`src/rtl/ct_stream_sequencer.sv`:
```
// ct_stream_sequencer: buffers one weight vector and four subject vectors,
// then on start pulses the CT column clear, streams one beat per entry,
// waits out the column latency and flags when the column results are final.
module ct_stream_sequencer #(
  parameter int DEPTH = 4,
  parameter int DRAIN = 1,
  localparam int AW = (DEPTH > 1) ? $clog2(DEPTH) : 1
) (
  input  logic          clk,
  input  logic          clear,
  input  logic          wr_en,
  input  logic [2:0]    wr_sel,
  input  logic [AW-1:0] wr_addr,
  input  logic [7:0]    wr_data,
  output logic          wr_err,
  input  logic          start,
  output logic          busy,
  output logic          ct_clear,
  output logic [7:0]    weight_out,
  output logic [7:0]    subject_out_1,
  output logic [7:0]    subject_out_2,
  output logic [7:0]    subject_out_3,
  output logic [7:0]    subject_out_4,
  output logic          result_valid
);

  localparam logic [2:0] S_IDLE   = 3'd0;
  localparam logic [2:0] S_CLR    = 3'd1;
  localparam logic [2:0] S_STREAM = 3'd2;
  localparam logic [2:0] S_DRAIN  = 3'd3;
  localparam logic [2:0] S_DONE   = 3'd4;

  localparam logic [7:0]  LAST_K     = 8'(DEPTH - 1);
  localparam logic [7:0]  DRAIN_LAST = 8'(DRAIN - 1);
  localparam logic [AW:0] ADDR_LIM   = (AW + 1)'(DEPTH);

  logic [2:0]    state_q, state_d;
  logic [7:0]    cnt_q, cnt_d;
  // Row 0 holds the weight vector, rows 1..4 the subject lanes.
  logic [7:0]    buf_q [0:4][0:DEPTH-1];
  logic [7:0]    weight_q;
  logic [7:0]    subj_q [0:3];
  logic          ct_clear_q;
  logic          busy_q;
  logic          result_valid_q;
  logic          wr_err_q;
  logic          wr_accept;
  logic          stream_d;
  logic [AW-1:0] rd_idx;

  // Writes only land while idle and addressed inside the buffers.
  assign wr_accept = wr_en && (state_q == S_IDLE) && (wr_sel <= 3'd4) &&
                     ({1'b0, wr_addr} < ADDR_LIM);

  // Next-state and step counter; start outside IDLE is simply not looked at.
  always_comb begin
    state_d = state_q;
    cnt_d   = cnt_q;
    case (state_q)
      S_IDLE: begin
        cnt_d = 8'd0;
        if (start) state_d = S_CLR;
      end
      S_CLR: begin
        state_d = S_STREAM;
        cnt_d   = 8'd0;
      end
      S_STREAM: begin
        if (cnt_q == LAST_K) begin
          cnt_d   = 8'd0;
          state_d = (DRAIN == 0) ? S_DONE : S_DRAIN;
        end else begin
          cnt_d = cnt_q + 8'd1;
        end
      end
      S_DRAIN: begin
        if (cnt_q == DRAIN_LAST) begin
          cnt_d   = 8'd0;
          state_d = S_DONE;
        end else begin
          cnt_d = cnt_q + 8'd1;
        end
      end
      S_DONE: begin
        state_d = S_IDLE;
        cnt_d   = 8'd0;
      end
      default: begin
        state_d = S_IDLE;
        cnt_d   = 8'd0;
      end
    endcase
  end

  // Outputs are registered from the next state, so they line up with it.
  assign stream_d = (state_d == S_STREAM);
  assign rd_idx   = cnt_d[AW-1:0];

  // State and step counter registers.
  always_ff @(posedge clk) begin
    if (clear) begin
      state_q <= S_IDLE;
      cnt_q   <= 8'd0;
    end else begin
      state_q <= state_d;
      cnt_q   <= cnt_d;
    end
  end

  // Vector buffers; cleared only by reset, otherwise persist across runs.
  always_ff @(posedge clk) begin
    if (clear) begin
      for (int r = 0; r < 5; r++) begin
        for (int e = 0; e < DEPTH; e++) begin
          buf_q[r][e] <= 8'd0;
        end
      end
    end else if (wr_accept) begin
      buf_q[wr_sel][wr_addr] <= wr_data;
    end
  end

  // Control outputs and the write-reject pulse.
  always_ff @(posedge clk) begin
    if (clear) begin
      ct_clear_q     <= 1'b0;
      busy_q         <= 1'b0;
      result_valid_q <= 1'b0;
      wr_err_q       <= 1'b0;
      weight_q       <= 8'd0;
    end else begin
      ct_clear_q     <= (state_d == S_CLR);
      busy_q         <= (state_d != S_IDLE);
      result_valid_q <= (state_d == S_DONE);
      wr_err_q       <= wr_en && !wr_accept;
      weight_q       <= stream_d ? buf_q[0][rd_idx] : 8'd0;
    end
  end

  // One output register per subject lane; zero outside STREAM.
  generate
    for (genvar gi = 0; gi < 4; gi++) begin : g_lane
      always_ff @(posedge clk) begin
        if (clear) begin
          subj_q[gi] <= 8'd0;
        end else begin
          subj_q[gi] <= stream_d ? buf_q[gi+1][rd_idx] : 8'd0;
        end
      end
    end
  endgenerate

  assign wr_err        = wr_err_q;
  assign busy          = busy_q;
  assign ct_clear      = ct_clear_q;
  assign result_valid  = result_valid_q;
  assign weight_out    = weight_q;
  assign subject_out_1 = subj_q[0];
  assign subject_out_2 = subj_q[1];
  assign subject_out_3 = subj_q[2];
  assign subject_out_4 = subj_q[3];

endmodule

```
`config.mk`:
```
export PLATFORM = sky130hd
export DESIGN_NAME = ct_stream_sequencer
export DESIGN_NICKNAME = d
export VERILOG_FILES = /design/src/rtl/ct_stream_sequencer.sv
export SDC_FILE = /design/constraint.sdc
export NUM_CORES = 1
export LEC_CHECK = 0
export ABC_AREA = 0
export CORE_ASPECT_RATIO = 1.75
export CORE_UTILIZATION = 61
export DETAILED_ROUTE_END_ITERATION = 10
export GPL_ROUTABILITY_DRIVEN = 0
export HOLD_SLACK_MARGIN = 0.03
export PLACE_DENSITY = 0.86
export SLEW_MARGIN = 0
export SYNTH_ARGS = -nofsm -noshare
export SYNTH_HDL_FRONTEND = slang
export SYNTH_SLANG_ARGS = --single-unit
```
`constraint.sdc`:
```
create_clock -name clk -period 3.9 [get_ports clk]
set_clock_uncertainty 0.05 [all_clocks]
set_input_delay 0.585 -clock clk [delete_from_list [all_inputs] [get_ports clk]]
set_output_delay 0.585 -clock clk [all_outputs]
set_load 0.01 [all_outputs]
```
; ---- Word-level counts from Yosys, hierarchy flattened
; Memories as Yosys holds them, arrays and structs flattened.
; Cells that the tools add are included.
[word_totals]
out_inout_bits = 44
input_bits = 17
ramBits = 192
register_bits = 23
mem_bits_ro = 0
memories = 2
word_cells = 79
latchBits = 0
[mem_list]
columns = name, words, word_bits, rd, rd_clocked_by_memory_dff, wr, line
row1 = buf_q, 5, 32, 5, 0, 5, 40  ; logic [7:0] buf_q [0:4][0:DEPTH-1];
row2 = subj_q, 4, 8, 4, 0, 4, 42  ; logic [7:0] subj_q [0:3];
[classes]
n_addsub = 1
n_div = 0
n_mul = 0
reduce_logical = 10
n_bitwise = 7
order_cmp = 4
shift = 0
n_mux = 41
eq_ne = 7
[op_table]
columns = op, count
row1 = 8-bit 2-to-1 mux, 21
row2 = 32-bit 2-to-1 mux, 3
row3 = 8-bit binary-select mux with 2-bit select, 5
row4 = 32-bit OR reduction, 1
row5 = 8-bit demux with 2-bit select, 1
row6 = 8-bit one-hot mux with 2 select lines, 1
row7 = 3-bit 2-to-1 mux, 4
row8 = 3-bit one-hot mux with 4 select lines, 1
row9 = 3-bit by 2-bit equality test with 1-bit output (second input constant), 3
row10 = 8-bit by 1-bit adder with 8-bit output (second input constant), 1
row11 = 8-bit by 2-bit equality test with 1-bit output (second input constant), 1
row12 = 8-bit zero test, 1
row13 = 3-bit by 1-bit equality test with 1-bit output (second input constant), 2
row14 = 3-bit greater-or-equal comparator (second input constant), 2
row15 = 2-bit inverter with 3-bit output, 2
row16 = 1-bit 2-to-1 mux, 5
row17 = 1-bit logical AND, 4
row18 = 1-bit bitwise OR, 4
row19 = 3-bit equality test (second input constant), 1
row20 = 3-bit less-or-equal comparator (second input constant), 1
row21 = 3-bit zero test, 1
row22 = 3-bit by 1-bit less-than comparator with 1-bit output (second input constant), 1
row23 = 3-bit nonzero test, 1
row24 = 2-bit OR reduction, 1
row25 = other kinds (2), 2

; ---- Longest topological paths before layout
; Gate-level depths: netlist (run 1).
[logic_depth]
ltp_word = 9
mapped_depth = 10
ltp_nobuf = 6

; ---- Worst setup path before layout (run 1)
; OpenSTA, ideal clock, no wires.
[synth_timing]
kind = register to register
from = reg cnt_q[0]
to = mem subj_q[1][6]
synth_period_minus_slack_ns = 2.614
path_stages_with_launch = 11
arrival_ns = 2.434
t_required_ns = 3.720
setup_ns = 0.130
setup_slack_ns = 1.286
n_path_buf = 4
path_cell_list = dfxtp_1 > clkbuf_1 > clkbuf_1 > inv_1 > ha_1 > mux2i_1 > o311ai_4 > buf_6 > buf_6 > a211oi_1 > nor3_2
[synth_lines]
columns = item, line
row1 = from (decl), 38  ; logic [7:0] cnt_q, cnt_d;
row2 = from (signal assigned), 106  ; cnt_q <= cnt_d;
row3 = to (decl), 42

==> results of run 1 <==
[layer usage]
metal	routed length [um]	vias up	global-route usage, %
met5	0	-	0
met4	868	0	13.85
met3	1210	68	3.544
met2	11150	301	51.57
met1	6478	2742	30.85
li1	-	2598	-
[flip-flops by register name, summed over array words and instances, names as in the netlist]
register / flops
wr_err: 1
subj_q: 32
ct_clear: 1
weight_out: 8
state_q: 3
buf_q: 160
busy: 1
cnt_q: 8
result_valid: 1
[path summary, 6_finish.rpt]
check | slack, ns | cells after the start | end | startpoint
worst min register to register | 0.49 | 2 | subj_q[3][3]$_SDFF_PP0_ | buf_q[4][19]$_DFFE_PP_
worst max register to register | 0.99 | 4 | buf_q[3][2]$_SDFFCE_PN0P_ | state_q[0]$_SDFF_PP0_
worst min-delay path | 0.49 | 2 | subj_q[3][3]$_SDFF_PP0_ | buf_q[4][19]$_DFFE_PP_
worst max-delay path | 0.99 | 4 | buf_q[3][2]$_SDFFCE_PN0P_ | state_q[0]$_SDFF_PP0_
[power by group through the flow]
stage / Sequential (mW) / Clock, mW / Combinational, mW
after floorplan: 2.62 / 0 / 0.192
after global placement: 2.62 / 0 / 0.307
after detailed placement: 2.63 / 0 / 0.320
after CTS: 2.58 / 1.67 / 0.322
after global routing: 2.58 / 1.75 / 0.344
final: 2.58 / 1.67 / 0.324
[cell families (layout without fill, tap and decap cells)]
group | Yosys count | in the layout | share of synthesized area (%)
AND/OR/NAND/NOR | 320 | 320 | 18.67
flip-flops | 215 | 215 | 68.91
AO/OA/AOI/OAI | 92 | 92 | 7.927
buffers and inverters | 62 | 115 | 3.256
XOR/XNOR | 7 | 7 | 0.7153
adder cells (fa/ha/maj) | 2 | 2 | 0.2919
multiplexers | 2 | 2 | 0.2336
[worst min-delay path, cell delays in order, from the launching register on]
cell	delay, ns
edfxtp_1	0.33
o22ai_1	0.06
nor3_1	0.11
[cells in the mapped netlist (3+ instances only)]
master	count	area, sq um
buf_6	3	33.78
nand3_1	10	50.05
nand2_1	17	63.81
dfxtp_1	55	1101
a211oi_1	39	292.8
nand2_2	8	50.05
nor2_1	149	559.3
nor2b_1	43	269.0
edfxtp_1	160	4805
o22ai_1	39	244.0
nor3_1	42	210.2
buf_2	16	80.08
nor4_2	3	37.54
xor2_1	5	43.79
o21bai_1	3	22.52
nor3b_1	4	30.03
clkbuf_1	26	97.59
nand2b_1	21	131.4
buf_1	3	11.26
nor3_2	10	100.1
inv_1	13	48.80
[final cells by class]
class | instances | area share, %
flip-flops and latches | 215 | 60.39
multi-input cells | 423 | 24.51
repair buffers | 70 | 6.907
clock buffers | 24 | 5.052
well taps | 177 | 2.264
inverters | 13 | 0.4988
clock inverters | 8 | 0.3837
==> summary.txt, run 1 <==
Status
  – Status: completed

Job
  – Max Cap Violations: 0

Detailed routing
  – Total number of vias: 5709
  – Final antenna-violating net count: 0
  – Initial DRC Count: 638
  – WL/cell: 21.19 um
  – Via density: 6.139
  – Post-Route WL: 19700 um
  – DR pass1 iterations: 5
  – Drt drc: 0

Logic synthesis
  – Netlist Area Pre-Place: 0.008571 sq mm
  – Net count after synthesis: 719
  – Ys async rst share: 0%
  – #FFs+latches synth: 215
  – Post-Syn Instances: 700
  – Seq/Total Area, Yosys: 68.91%
  – Post-synth cell types: 44
  – YS warnings: 0
  – Ys flop type: edfxtp_1
  – Syn Area/Cell: 12.24 sq um
  – Post-synth EDFFs: 160

Clocking
  – CTS tree: built
  – H-tree levels: 1
  – Reg clk slew, reported paths: 0.07 ns
  – CTS Sinks: 215
  – Post-CTS Setup Bufs: 0
  – CTS resizes: 0
  – Cts-stage hold buffer count: 0
  – Clk buf depth: 3
  – Later-pin clock latency in the skew report: 0.48 ns
  – Clk root buf: clkbuf_16
  – CTS Buf Count: 18

Critical path
  – Worst path arrival time: 3.00 ns
  – Max incr delay on CP: 0.74 ns
  – CP endpoint kind: flop
  – Critical path class: flop to flop
  – Crit path cell chain: or3_1 -> nor4_2 -> nand3_1 -> nand2b_1
  – CP required: 3.99 ns
  – Crit-path slowest cell: nor4_2
  – CP Max Fanout: 12
  – Crit path launch type: flop
  – Crit path max-delay family: simple AND/OR/NAND/NOR gates
  – CP bufs+invs: 0

GRT
  – Total grt overflow: 0
  – Pin count of the biggest net entering global routing: 51
  – Aggregate global-route resource usage: 27.90%
  – First-pass GRT wire length: 30470 um
  – Vias in the first global route: 5748
  – Initial antenna violation count: 0

STA
  – Pins over their slew limit: 0
  – RSZ-0062 raised after global routing: no
  – Setup TNS: 0 ns
  – FMAX: 344.2 MHz
  – Crit share post-route: 74.50%
  – Crit path time final: 2.905 ns
  – Worst relative slew slack: 43.63%
  – WHS: 0.4859 ns
  – Final WS setup: 0.9946 ns
  – Worst-margin pin slew: 0.8386 ns
  – Setup violations, final: 0
  – Final Hold Fails: 0

Placement
  – DP Area: 0.009250 sq mm
  – Placed cells: 898
  – Post-detail-place hpwl: 13080 um
  – Post-Place Worst Slack: 0.6176 ns
  – PortBufs: 60

Die
  – Die ar.: 0.01455 sq mm
  – Die width: 91.61 um
  – Core area: 0.01376 sq mm
  – Chip height: 158.8 um
  – Rows: 57
  – Starting Density: 62.27%
  – IO Count: 61

Pwr
  – Logic pwr share: 7.1%
  – Maximum vdd drop: 411.2 uV
  – Net Sw Power: 1.015 mW
  – PwrDens: 467.2 mW/mm^2
  – Sequential share of power: 56.4%
  – Internal: 3.554 mW
  – Leak pwr: 3.309 nW
  – Pwr Total: 4.570 mW
  – Sw Share: 22.22%
  – Power share of the clock group: 36.5%

Cells and area
  – Area occupied by multi-input gates: 0.002397 sq mm
  – # nets final: 760
  – Seq. cell area: 0.005907 sq mm
  – Post-Layout Cell Count: 930
  – Commonest cells after routing, fill and taps aside: edfxtp_1, nor2_1, clkdlybuf4s50_1, dfxtp_1, nor2b_1
  – Commonest non-fill, non-tap cell in the layout: edfxtp_1
  – Share of cells above drive strength 1: 8.499%
  – Final Core Density: 71.07%
  – P&R area growth vs syn: 14.13%
  – # diodes: 0
  – Finished Cell Area: 0.009782 sq mm
  – Fillers: 861

Hold path
  – Tightest Hold Check Type: flop to flop
No activity file was read; power rests on OpenSTA's default activity.
==> inputs of run 2 (changes only) <==
CORE_UTILIZATION = 53   (was 61)
PLACE_DENSITY = 0.8   (was 0.86)
clock period = 2.5 ns   (was 3.9 ns; I/O delays follow)
==> run 2 against run 1 <==
Combinational power up 73%. Highest routed layer unchanged. Largest cell class unchanged. The run now ends with DRC left. Routed wire length fell by 1.9%. Clock-buffer cell count up 1. Total power is 60% higher.
==> summary.txt, run 2 (synthesis results as in run 1) <==
Status
  – Status: finished with violations
  – Failing checks: DRC

GRT
  – First-pass GRT wire length: 29200 um (-4.2%)
  – Aggregate global-route resource usage: 22.88% (-5.0 points)
  – Total grt overflow: 0 (unchanged)
  – Pin count of the biggest net entering global routing: 84 (+65%)
  – Initial antenna violation count: 0 (unchanged)
  – Vias in the first global route: 5813 (+1.1%)

STA
  – Final WS setup: 0.03371 ns (-0.9609 ns)
  – Worst-margin pin slew: 0.9852 ns (+0.1466 ns)
  – Worst relative slew slack: 33.93% (-9.7 points)
  – Setup TNS: 0 ns (unchanged)
  – Final Hold Fails: 0 (unchanged)
  – WHS: 0.4298 ns (-0.05605 ns)
  – RSZ-0062 raised after global routing: no
  – Setup violations, final: 0 (unchanged)
  – Crit path time final: 2.466 ns (-0.4391 ns)
  – Crit share post-route: 98.65% (+24 points)
  – FMAX: 405.5 MHz (+18%)
  – Pins over their slew limit: 0 (unchanged)

Detailed routing
  – Final antenna-violating net count: 0 (unchanged)
  – WL/cell: 19.79 um (-6.6%)
  – Total number of vias: 5854 (+2.5%)
  – Initial DRC Count: 599 (-6.1%)
  – DR pass1 iterations: 10 (+5)
  – Via density: 5.992 (-2.4%)
  – Post-Route WL: 19330 um (-1.9%)
  – Drt drc: 2 (+2)

Critical path
  – Max incr delay on CP: 0.60 ns (-0.14 ns)
  – CP Max Fanout: 12 (unchanged)
  – Crit-path slowest cell: or3_1
  – Worst path arrival time: 2.56 ns (-0.44 ns)
  – Crit path max-delay family: simple AND/OR/NAND/NOR gates
  – CP required: 2.60 ns (-1.39 ns)
  – Crit path cell chain: or3_1 -> nor4_4 -> nand3_1 -> nand2b_1
  – Crit path launch type: flop
  – Critical path class: flop to flop
  – CP endpoint kind: flop
  – CP bufs+invs: 0 (unchanged)

Cells and area
  – P&R area growth vs syn: 19.08%
  – Post-Layout Cell Count: 977 (+5.1%)
  – Top flop regs: buf_q (160), subj_q (32)
  – Commonest cells after routing, fill and taps aside: edfxtp_1, nor2_1, clkdlybuf4s50_1, dfxtp_1, nor2b_1
  – Share of cells above drive strength 1: 12.82% (+4.3 points)
  – # nets final: 795 (+4.6%)
  – # diodes: 0 (unchanged)
  – Max reg flops: 160 (unchanged)
  – Final Core Density: 64.29% (-6.8 points)
  – Most flops, register: buf_q
  – Commonest non-fill, non-tap cell in the layout: edfxtp_1

Placement
  – Post-detail-place hpwl: 12480 um (-4.6%)
  – PortBufs: 60 (unchanged)
  – Post-Place Worst Slack: -0.3324 ns (-0.9500 ns)
  – Placed cells: 943 (+5.0%)

Job
  – Max Cap Violations: 0 (unchanged)

Clocking
  – CTS Sinks: 215 (unchanged)
  – Clk buf depth: 3 (unchanged)
  – CTS Buf Count: 19 (+1)
  – Later-pin clock latency in the skew report: 0.48 ns (about the same)
  – Clk root buf: clkbuf_16
  – Reg clk slew, reported paths: 0.06 ns (about the same)
  – H-tree levels: 1 (unchanged)
  – CTS tree: built
  – Post-CTS Setup Bufs: 0 (unchanged)

Die
  – Die ar.: 0.01670 sq mm (+15%)
  – Starting Density: 53.99% (-8.3 points)
  – Rows: 61 (+7.0%)
  – Die width: 98.13 um (+7.1%)
  – IO Count: 61 (unchanged)
  – Core area: 0.01588 sq mm (+15%)
  – Chip height: 170.2 um (+7.2%)

Pwr
  – PwrDens: 718.3 mW/mm^2 (+54%)
  – Maximum vdd drop: 508.2 uV (+24%)
  – Leak pwr: 3.515 nW (+6.2%)

Hold path
  – Tightest Hold Check Type: primary input to flop
[run 2: metrics by stage]
stage	cell area, sq um	power [mW]
floorplan	8574	4.383
global placement	9592	4.599
detailed placement	9592	4.624
CTS	10170	7.330
global route	10210	7.528
finish	10210	7.331
[run 2: tightest hold or removal path, cell delays in order]
cell and delay, ns:
clkdlybuf4s50_1 0.41, nand2_1 0.09, nor2_1 0.04
[run 2: power breakdown]
group	switching, mW	internal (mW)	leakage [nW]
sequential	0.0467	3.96	2.10
clock	1.23	1.54	0.284
combinational	0.340	0.222	1.13
[run 2: final timing paths]
check / slack (ns) / cells after the start / startpoint / end
max: 0.03 / 4 / state_q[0]$_SDFF_PP0_ / buf_q[3][10]$_SDFFCE_PN0P_
min: 0.43 / 3 / start / ct_clear$_SDFF_PP0_
max reg2reg: 0.03 / 4 / state_q[0]$_SDFF_PP0_ / buf_q[3][10]$_SDFFCE_PN0P_
min reg2reg: 0.49 / 2 / buf_q[3][16]$_SDFFCE_PN0P_ / subj_q[2][0]$_SDFF_PP0_
[run 2: repair_timing]
action / in CTS / in global routing
pin swaps: 0 / 1
setup endpoints to repair: 28 / 84
hold buffers: 0 / 0
gates resized for setup: 1 / 3
gates cloned: 0 / 1
endpoints found under the hold margin: 0 / 0
[run 2: area by class of cell]
type,count,area [sq um]
Clock buffer,25,508.0
Clock inverter,8,66.31
Fill cell,1150,5669
Inverter,13,48.80
Multi-Input combinational cell,424,2441
Sequential cell,215,5907
Tap cell,189,236.5
Timing Repair Buffer,103,998.5
[run 2: routing by layer]
layer	vias up	wire length, um	global-route usage (%)
li1	2669	-	-
met1	2832	6579	23.56
met2	293	10780	44.15
met3	60	1196	3.162
met4	0	784	12.20
met5	-	0	0
==> inputs of run 3 (changes only) <==
CORE_MARGIN = 5   (was not set)
==> run 3 against run 2 <==
The run now ends clean. Via count decreased by 1.1%. Sequential cell count unchanged. Total power increased by 2.1%. Critical path depth unchanged. Sequential share of layout area decreased by 0.24 points. Sequential power about the same. Worst hold slack improved by 0.010 ns. Routed wire length increased by 2.4%. Critical endpoint is now buf_q[1][1]$_SDFFCE_PN0P_.
==> summary.txt, run 3 (synthesis results as in run 1) <==
Detailed routing
  – Initial DRC Count: 420 (-30%)
  – Total number of vias: 5789 (-1.1%)
  – DR pass1 iterations: 5 (-5)
  – Final antenna-violating net count: 0 (unchanged)
  – Via density: 5.919 (-1.2%)
  – Post-Route WL: 19800 um (+2.4%)
  – WL/cell: 20.25 um (+2.3%)
  – Drt drc: 0 (-2)

Placement
  – Post-detail-place hpwl: 12740 um (+2.1%)
  – Placed cells: 941 (-0.21%)
  – DP Area: 0.009577 sq mm (-0.16%)
  – PortBufs: 60 (unchanged)

Cells and area
  – Top flop regs: buf_q (160), subj_q (32)
  – # diodes: 0 (unchanged)
  – Seq. cell area: 0.005907 sq mm (unchanged)
  – Commonest cells after routing, fill and taps aside: edfxtp_1, nor2_1, clkdlybuf4s50_1, dfxtp_1, nor2b_1
  – Fillers: 1159 (+0.78%)
  – Area occupied by multi-input gates: 0.002441 sq mm (unchanged)
  – P&R area growth vs syn: 19.58%
  – # nets final: 794 (-0.13%)
  – Final Core Density: 64.56% (+0.27 points)
  – Finished Cell Area: 0.01025 sq mm (+0.42%)
  – Commonest non-fill, non-tap cell in the layout: edfxtp_1
  – Max reg flops: 160 (unchanged)
  – Post-Layout Cell Count: 978 (+0.10%)
  – Most flops, register: buf_q
  – Share of cells above drive strength 1: 12.80% (-0.016 points)

Clocking
  – Clk root buf: clkbuf_16
  – CTS tree: built
  – H-tree levels: 1 (unchanged)
  – Later-pin clock latency in the skew report: 0.49 ns (about the same)
  – Reg clk slew, reported paths: 0.06 ns (about the same)
  – CTS Sinks: 215 (unchanged)
  – Clk buf depth: 3 (unchanged)
  – CTS Buf Count: 20 (+1)

STA
  – Crit share post-route: 97.30% (-1.4 points)
  – Setup violations, final: 0 (unchanged)
  – Crit path time final: 2.432 ns (-0.03390 ns)
  – Final Hold Fails: 0 (unchanged)
  – Pins over their slew limit: 0 (unchanged)
  – Worst relative slew slack: 47.11% (+13 points)
  – FMAX: 411.1 MHz (+1.4%)
  – Setup TNS: 0 ns (unchanged)
  – RSZ-0062 raised after global routing: no
  – Worst-margin pin slew: 0.7934 ns (-0.1919 ns)

GRT
  – Total grt overflow: 0 (unchanged)
  – Vias in the first global route: 6002 (+3.3%)
  – Aggregate global-route resource usage: 20.79% (-2.1 points)
  – Initial antenna violation count: 0 (unchanged)
  – Pin count of the biggest net entering global routing: 82 (-2.4%)
  – First-pass GRT wire length: 30730 um (+5.2%)

Critical path
  – CP bufs+invs: 0 (unchanged)
  – CP endpoint kind: flop
  – Crit path max-delay family: simple AND/OR/NAND/NOR gates
  – Reg2reg start: state_q[0]$_SDFF_PP0_
  – Critical path class: flop to flop
  – Reg2reg end: buf_q[1][1]$_SDFFCE_PN0P_
  – R2R Setup Slk: 0.07 ns (+0.03 ns)
  – CP required: 2.60 ns (about the same)
  – Crit-path slowest cell: or3_1
  – Worst path arrival time: 2.53 ns (-0.03 ns)
  – Reg2reg path depth: 4 (unchanged)
  – Crit path launch type: flop
  – Max incr delay on CP: 0.59 ns (about the same)
  – Crit path cell chain: or3_1 -> nor4_4 -> nand2_1 -> nand2b_1
  – CP Max Fanout: 12 (unchanged)

Die
  – Rows: 61 (unchanged)
  – Chip height: 178.2 um (+4.7%)
  – IO Count: 61 (unchanged)
  – Die ar.: 0.01892 sq mm (+13%)
  – Core area: 0.01588 sq mm (unchanged)
  – Starting Density: 53.99% (unchanged)
  – Die width: 106.1 um (+8.2%)

Pwr
  – Leak pwr: 3.526 nW (+0.29%)
  – PwrDens: 730.3 mW/mm^2 (+1.7%)
  – Maximum vdd drop: 596.0 uV (+17%)

Hold path
  – Tightest Hold Check Type: flop to flop
  – Hold_sp: cnt_q[0]$_SDFF_PP0_
  – Hold endpoint: cnt_q[0]$_SDFF_PP0_
  – Hold Path Depth: 1 (-2)

Job
  – Max Cap Violations: 0 (unchanged)

Status
  – Status: completed
run 3: changes by cell type in the layout (fill, tap and decap cells not counted), sizes merged:
cell,previous run,this run
inv,13,14
clkinvlp,0,2
clkinv,7,8
clkbuf,25,24
buf,43,41
run 3: worst max-delay path by stage:
stage | start | endpoint | slack, ns | depth (start not counted)
floorplan | cnt_q[0]$_SDFF_PP0_ | subj_q[1][6]$_SDFF_PP0_ | 0.003 | 10
global placement | clear | buf_q[3][2]$_SDFFCE_PN0P_ | -0.16 | 5
detailed placement | clear | buf_q[2][11]$_SDFFCE_PN0P_ | -0.30 | 5
CTS | state_q[1]$_SDFF_PP0_ | subj_q[1][0]$_SDFF_PP0_ | 0.08 | 5
global route | state_q[0]$_SDFF_PP0_ | buf_q[3][1]$_SDFFCE_PN0P_ | 0.003 | 4
finish | state_q[0]$_SDFF_PP0_ | buf_q[1][1]$_SDFFCE_PN0P_ | 0.07 | 4
run 3: per-stage QoR:
step                      worst slack, ns  hold WS [ns]  power (mW)
final                             0.06761        0.4398       7.485
after global routing             0.003342        0.4552       7.695
after CTS                         0.07827        0.4399       7.492
after detailed placement          -0.2996        0.4270       4.620
after global placement            -0.1563        0.4193       4.590
after floorplan                  0.003321        0.4375       4.383
run 3: report_power, final:
group	switching, mW	internal, mW	leakage, nW
logic	0.334	0.216	1.12
registers	0.0504	3.96	2.10
clock network	1.28	1.65	0.301
run 3: final cells by class:
class	count	area share, %
Sequential cell	215	57.64
Tap cell	189	2.307
Timing Repair Buffer	101	9.596
Inverter	13	0.4761
Clock inverter	12	0.9278
Clock buffer	24	5.237
Multi-Input combinational cell	424	23.82
run 3: what timing repair did:
| item | in CTS | in global routing |
|---|---|---|
| setup buffers | 0 | 0 |
| endpoints found under the hold margin | 0 | 0 |
| pin swaps | 0 | 1 |
| resized for setup | 3 | 1 |
| cloned | 0 | 1 |
| hold buffers | 0 | 0 |
| endpoints found under the setup margin | 26 | 16 |
run 3: layer usage:
metal | vias up | track usage, % | routed length [um]
li1 | 2656 | - | -
met1 | 2799 | 22.28 | 6788
met2 | 279 | 39.84 | 10940
met3 | 55 | 3.042 | 1291
met4 | 0 | 9.184 | 785
met5 | - | 0 | 0
